[src/rtl/mips_multicycle_control.sv]
// Main control FSM for a multicycle MIPS datapath.
// It steps each instruction through fetch, decode, execute, memory and
// writeback, and drives the datapath selects and write enables.
// Memory accesses hold their state until mem_ready comes back.
// Optional feature: define MIPS_CTRL_BNE_EN to add branch-not-equal support.
// That adds the branch_ne output and the BRANCHNE state (13).
//
// Handshake: a memory request (mem_read / mem_write) is held stable while the
// FSM waits. The access completes in the first cycle where mem_ready=1, and
// the FSM moves on at the following clock edge. A FETCH completes on the same
// mem_ready cycle, so ir_write and pc_write are only asserted in that cycle.
module mips_multicycle_control (
  input  logic       clock,
  input  logic       reset,
  input  logic [5:0] opcode,
  input  logic       mem_ready,
  output logic       pc_write,
  output logic       branch,
`ifdef MIPS_CTRL_BNE_EN
  output logic       branch_ne,
`endif
  output logic       i_or_d,
  output logic       mem_read,
  output logic       mem_write,
  output logic       ir_write,
  output logic       reg_dst,
  output logic       mem_to_reg,
  output logic       reg_write,
  output logic       alu_src_a,
  output logic [1:0] alu_src_b,
  output logic [1:0] ula_operation,
  output logic [1:0] pc_src,
  output logic       illegal_op,
  output logic [3:0] state
);

  localparam logic [5:0] OP_RTYPE = 6'h00;
  localparam logic [5:0] OP_LW    = 6'h23;
  localparam logic [5:0] OP_SW    = 6'h2B;
  localparam logic [5:0] OP_BEQ   = 6'h04;
  localparam logic [5:0] OP_J     = 6'h02;
  localparam logic [5:0] OP_ADDI  = 6'h08;
`ifdef MIPS_CTRL_BNE_EN
  localparam logic [5:0] OP_BNE   = 6'h05;
`endif

  typedef enum logic [3:0] {
    S_RST      = 4'd0,
    S_FETCH    = 4'd1,
    S_DECODE   = 4'd2,
    S_MEMADR   = 4'd3,
    S_MEMRD    = 4'd4,
    S_MEMWB    = 4'd5,
    S_MEMWR    = 4'd6,
    S_EXEC     = 4'd7,
    S_ALUWB    = 4'd8,
    S_BRANCH   = 4'd9,
    S_ADDIEX   = 4'd10,
    S_ADDIWB   = 4'd11,
`ifdef MIPS_CTRL_BNE_EN
    S_JUMP     = 4'd12,
    S_BRANCHNE = 4'd13
`else
    S_JUMP     = 4'd12
`endif
  } state_t;

  state_t cur_state;
  state_t nxt_state;

  assign state = cur_state;

  // State register. Asynchronous reset forces RST, which decodes to all-zero
  // outputs, so no write enable survives past the reset edge.
  always_ff @(posedge clock or negedge reset) begin
    if (!reset) begin
      cur_state <= S_RST;
    end else begin
      cur_state <= nxt_state;
    end
  end

  // Next-state and output decode. The outputs are Moore outputs, except that
  // FETCH gates its PC and IR writes with mem_ready.
  always_comb begin
    nxt_state     = cur_state;
    pc_write      = 1'b0;
    branch        = 1'b0;
`ifdef MIPS_CTRL_BNE_EN
    branch_ne     = 1'b0;
`endif
    i_or_d        = 1'b0;
    mem_read      = 1'b0;
    mem_write     = 1'b0;
    ir_write      = 1'b0;
    reg_dst       = 1'b0;
    mem_to_reg    = 1'b0;
    reg_write     = 1'b0;
    alu_src_a     = 1'b0;
    alu_src_b     = 2'b00;
    ula_operation = 2'b00;
    pc_src        = 2'b00;
    illegal_op    = 1'b0;

    case (cur_state)
      S_RST: begin
        nxt_state = S_FETCH;
      end

      S_FETCH: begin
        mem_read  = 1'b1;
        alu_src_b = 2'b01;           // PC + 4
        if (mem_ready) begin
          ir_write  = 1'b1;
          pc_write  = 1'b1;
          nxt_state = S_DECODE;
        end
      end

      S_DECODE: begin
        alu_src_b = 2'b11;           // precompute the branch target
        case (opcode)
          OP_LW, OP_SW: nxt_state = S_MEMADR;
          OP_RTYPE:     nxt_state = S_EXEC;
          OP_BEQ:       nxt_state = S_BRANCH;
          OP_J:         nxt_state = S_JUMP;
          OP_ADDI:      nxt_state = S_ADDIEX;
`ifdef MIPS_CTRL_BNE_EN
          OP_BNE:       nxt_state = S_BRANCHNE;
`endif
          default: begin
            illegal_op = 1'b1;
            nxt_state  = S_FETCH;
          end
        endcase
      end

      S_MEMADR: begin
        alu_src_a = 1'b1;
        alu_src_b = 2'b10;
        // Opcode is looked at again here. If it is no longer a memory op,
        // the instruction is abandoned and a new fetch starts.
        if (opcode == OP_LW) begin
          nxt_state = S_MEMRD;
        end else if (opcode == OP_SW) begin
          nxt_state = S_MEMWR;
        end else begin
          nxt_state = S_FETCH;
        end
      end

      S_MEMRD: begin
        mem_read = 1'b1;
        i_or_d   = 1'b1;
        if (mem_ready) begin
          nxt_state = S_MEMWB;
        end
      end

      S_MEMWB: begin
        reg_write  = 1'b1;
        mem_to_reg = 1'b1;
        nxt_state  = S_FETCH;
      end

      S_MEMWR: begin
        mem_write = 1'b1;
        i_or_d    = 1'b1;
        if (mem_ready) begin
          nxt_state = S_FETCH;
        end
      end

      S_EXEC: begin
        alu_src_a     = 1'b1;
        ula_operation = 2'b10;
        nxt_state     = S_ALUWB;
      end

      S_ALUWB: begin
        reg_write = 1'b1;
        reg_dst   = 1'b1;
        nxt_state = S_FETCH;
      end

      S_BRANCH: begin
        alu_src_a     = 1'b1;
        ula_operation = 2'b01;
        branch        = 1'b1;
        pc_src        = 2'b01;
        nxt_state     = S_FETCH;
      end

      S_ADDIEX: begin
        alu_src_a = 1'b1;
        alu_src_b = 2'b10;
        nxt_state = S_ADDIWB;
      end

      S_ADDIWB: begin
        reg_write = 1'b1;
        nxt_state = S_FETCH;
      end

      S_JUMP: begin
        pc_write  = 1'b1;
        pc_src    = 2'b10;
        nxt_state = S_FETCH;
      end

`ifdef MIPS_CTRL_BNE_EN
      S_BRANCHNE: begin
        alu_src_a     = 1'b1;
        ula_operation = 2'b01;
        branch_ne     = 1'b1;
        pc_src        = 2'b01;
        nxt_state     = S_FETCH;
      end
`endif

      // Unused encodings keep every output at 0 and recover through FETCH.
      default: begin
        nxt_state = S_FETCH;
      end
    endcase
  end

endmodule
[config.mk]
export PLATFORM = sky130hd
export DESIGN_NAME = mips_multicycle_control
export DESIGN_NICKNAME = d
export VERILOG_FILES = /design/src/rtl/mips_multicycle_control.sv
export SDC_FILE = /design/constraint.sdc
export NUM_CORES = 1
export LEC_CHECK = 0
export ABC_AREA = 1
export CELL_PAD_IN_SITES_DETAIL_PLACEMENT = 1
export CELL_PAD_IN_SITES_GLOBAL_PLACEMENT = 2
export CORE_ASPECT_RATIO = 1.25
export CORE_UTILIZATION = 16
export DETAILED_ROUTE_END_ITERATION = 7
export GPL_ROUTABILITY_DRIVEN = 1
export HOLD_SLACK_MARGIN = 0.05
export PLACE_DENSITY_LB_ADDON = 0.1
export SLEW_MARGIN = 0
export SYNTH_ARGS = -nofsm -noshare
export SYNTH_HDL_FRONTEND = slang
export SYNTH_SLANG_ARGS = --single-unit
[constraint.sdc]
create_clock -name clock -period 1.43 [get_ports clock]
set_clock_uncertainty 0.15 [all_clocks]
set_input_delay 0.2145 -clock clock [delete_from_list [all_inputs] [get_ports clock]]
set_output_delay 0.2145 -clock clock [all_outputs]
set_load 0.02 [all_outputs]
==> flow_summary.yaml, run 1 <==
cells_and_area:
  stdcell_count: 200
  final_cell_mix: "buf_4 (32), buf_6 (23), nor2_4 (13), nand2_1 (13), nand2_2 (9)"
  drive_gt1_frac: 0.695
  finalNetCount: 175
  multi_input_area_um2: 526
  regArea_um2: 105
  mostFrequentLayoutCell: "buf_4"
  syn_to_final_growth_pct: 173
  largest_reg_flops: 4
  antennaDiodeCount: 0
  fillCellCount: 385
status:
  status: "finished with violations"
  violations: "negative setup slack"
sta:
  max_clock_freq_ghz: 0.592
  tightest_slew_ns: 0.214
  setup_tns_ns: -3.53
  period_share: 1.18
  rsz0062_at_grt: "yes"
  min_period_ns: 1.69
  finalWorstSetupSlack_ns: -0.260
  drv_slew: 0
  timing.hold.ws_ns: 0.456
  hold_viol_final: 0
  setup_viol: 22
  relSlewSlack: 0.857
clock_network:
  cts_buffers: 3
  cts_max_path_buffers: 2
  cts_tree: "yes"
  htreeDepth: 1
  clk_latency_ns: 0.23
  clkTransAtPathRegs_ns: 0.04
  cts_root_buffer: "clkbuf_4"
  cts_num_sinks: 4
pwr:
  power_mw: 2.67
  p_sw_frac: 0.501
  p_seq_frac: 0.098
  power_density_nw_per_um2: 1940
  leakagePower_nw: 0.695
  p_clk_frac: 0.052
  p_int_mw: 1.33
  peakVddDrop_uv: 783
  comb_power_share: 0.850
  p_sw_mw: 1.34
synthesis:
  synth.cell_area_um2: 504
  avgSynthCellArea_um2: 5.25
  seq_area_frac_synth: 0.199
  ys_types: 16
  syn-instance-count: 96
  synth_warnings: 0
  ys_seq_elements: 4
  synth.net_count: 105
setup_path:
  cp_max_fo: 3
  cp-end-kind: "output port"
  start_kind: "flip-flop"
  crit_start: "state[0]"
  crit_required_ns: 1.07
  r2r_end: "state[0]"
  r2r_slack_ns: -0.07
  endpoint: "alu_src_a"
  rr_worst_depth: 9
  worstPathArrival_ns: 1.33
  worstSetupPathType: "reg -> out"
  r2r_start: "state[3]"
floorplan:
  die-area_um2: 3380
  core_area_um2: 2970
  rows: 22
  start_util: 0.170
  ioPinCount: 30
  die_y_um: 64.8
  die_w_um: 52.2
routing:
  drtAntennaViolNets: 0
  via_per_inst: 4.30
  wire_per_inst_um: 11.9
  drc_errors: 0
  num_vias: 859
  totalWireLength_um: 2380
  drt_iter0_markers: 10
  drt_pass1_iterations: 4
global_route:
  grt_pass1_vias: 926
  gr-total-overflow: 0
  grt_pass1_wl_um: 4010
  gr-usage-all-layers: 0.162
  grt_max_degree: 6
  antenna_found_initial: 0
run:
  cap_violations: 0
place:
  gp_congestion: 0.771
  place_ws_ns: -0.822
  place_inst: 188
  dp_hpwl_um: 1860
  port_buffers: 29
min_path:
  hp-class: "in -> reg"
how the worst min path moves through the flow:
| stage | from | endpoint | slack, ns | cells past startpoint |
|---|---|---|---|---|
| floorplan | reset | state[0] | -0.23 | 0 |
| global placement | reset | state[0] | 0.28 | 1 |
| detailed placement | reset | state[0] | 0.28 | 1 |
| CTS | opcode[5] | state[3] | 0.43 | 4 |
| global route | opcode[5] | state[3] | 0.49 | 4 |
| finish | opcode[5] | state[3] | 0.46 | 4 |
cell type report:
class                           count  share of cell area
Clock buffer                        3              0.0164
Tap cell                           36              0.0327
Timing Repair Buffer               67               0.437
Sequential cell                     4              0.0764
Multi-Input combinational cell     73               0.382
Inverter                           17              0.0555
cells in the mapped netlist:
cell type	n	area, um^2
a21oi_1	1	5.00
nor2_1	21	78.8
dfrtp_1	4	100
nand3b_1	1	7.51
nand2_2	3	18.8
nand4_1	1	6.26
o22ai_1	2	12.5
o21ai_2	1	8.76
nand2_1	25	93.8
nor2_2	3	18.8
nor3_1	3	15.0
buf_4	2	15.0
o21ai_0	4	20.0
inv_1	14	52.6
nand3_1	8	40.0
inv_2	3	11.3
power groups by stage:
stage	logic, mW	clock network, mW	registers, mW
floorplan	0.807	0	0.277
global placement	1.69	0	0.219
detailed placement	1.70	0	0.223
CTS	2.15	0.147	0.255
global route	2.45	0.155	0.268
finish	2.27	0.140	0.261
what timing repair did:
action | CTS | global route
gates resized for setup | 166 | 17
setup buffers | 6 | 5
pin swaps | 10 | 9
endpoints found under the setup margin | 25 | 24
hold buffers | 1 | 0
hold endpoints to repair | 4 | 0
cloned | 0 | 0
through the flow:
stage | util | cell area, um^2
global placement | 0.369 | 1100
detailed placement | 0.369 | 1100
global route | 0.463 | 1380
finish | 0.463 | 1380
floorplan | - | 558
CTS | 0.443 | 1320
worst max-delay path, stage by stage (launching register included):
cell and delay [ns]:
dfrtp_2 0.42, buf_6 0.14, nand2_4 0.06, inv_2 0.04, nand2_2 0.07, inv_2 0.06, nor2_4 0.13, nand2_2 0.06
buf_6 0.12
routing by layer:
layer	routed length, um	GRT usage	vias to the layer above	part of all wire
li1	-	-	436	-
met1	828	0.148	404	0.35
met2	1490	0.343	19	0.63
met3	56	0.0141	0	0.024
met4	0	0.0592	0	0
met5	0	0	-	0
cells by family after synthesis:
family / share of synthesized area
buffers and inverters: 0.156
AND/OR/NAND/NOR: 0.553
AO/OA/AOI/OAI: 0.0918
flip-flops: 0.199
Note: power is estimated with default switching activity, not from simulation.
==> run 2: changes to the inputs <==
- CAP_MARGIN: default -> 20
- SLEW_MARGIN: 0 -> default
==> results of run 2 <==
Same layout as run 1: the final DEF is identical, and so are final timing and power.
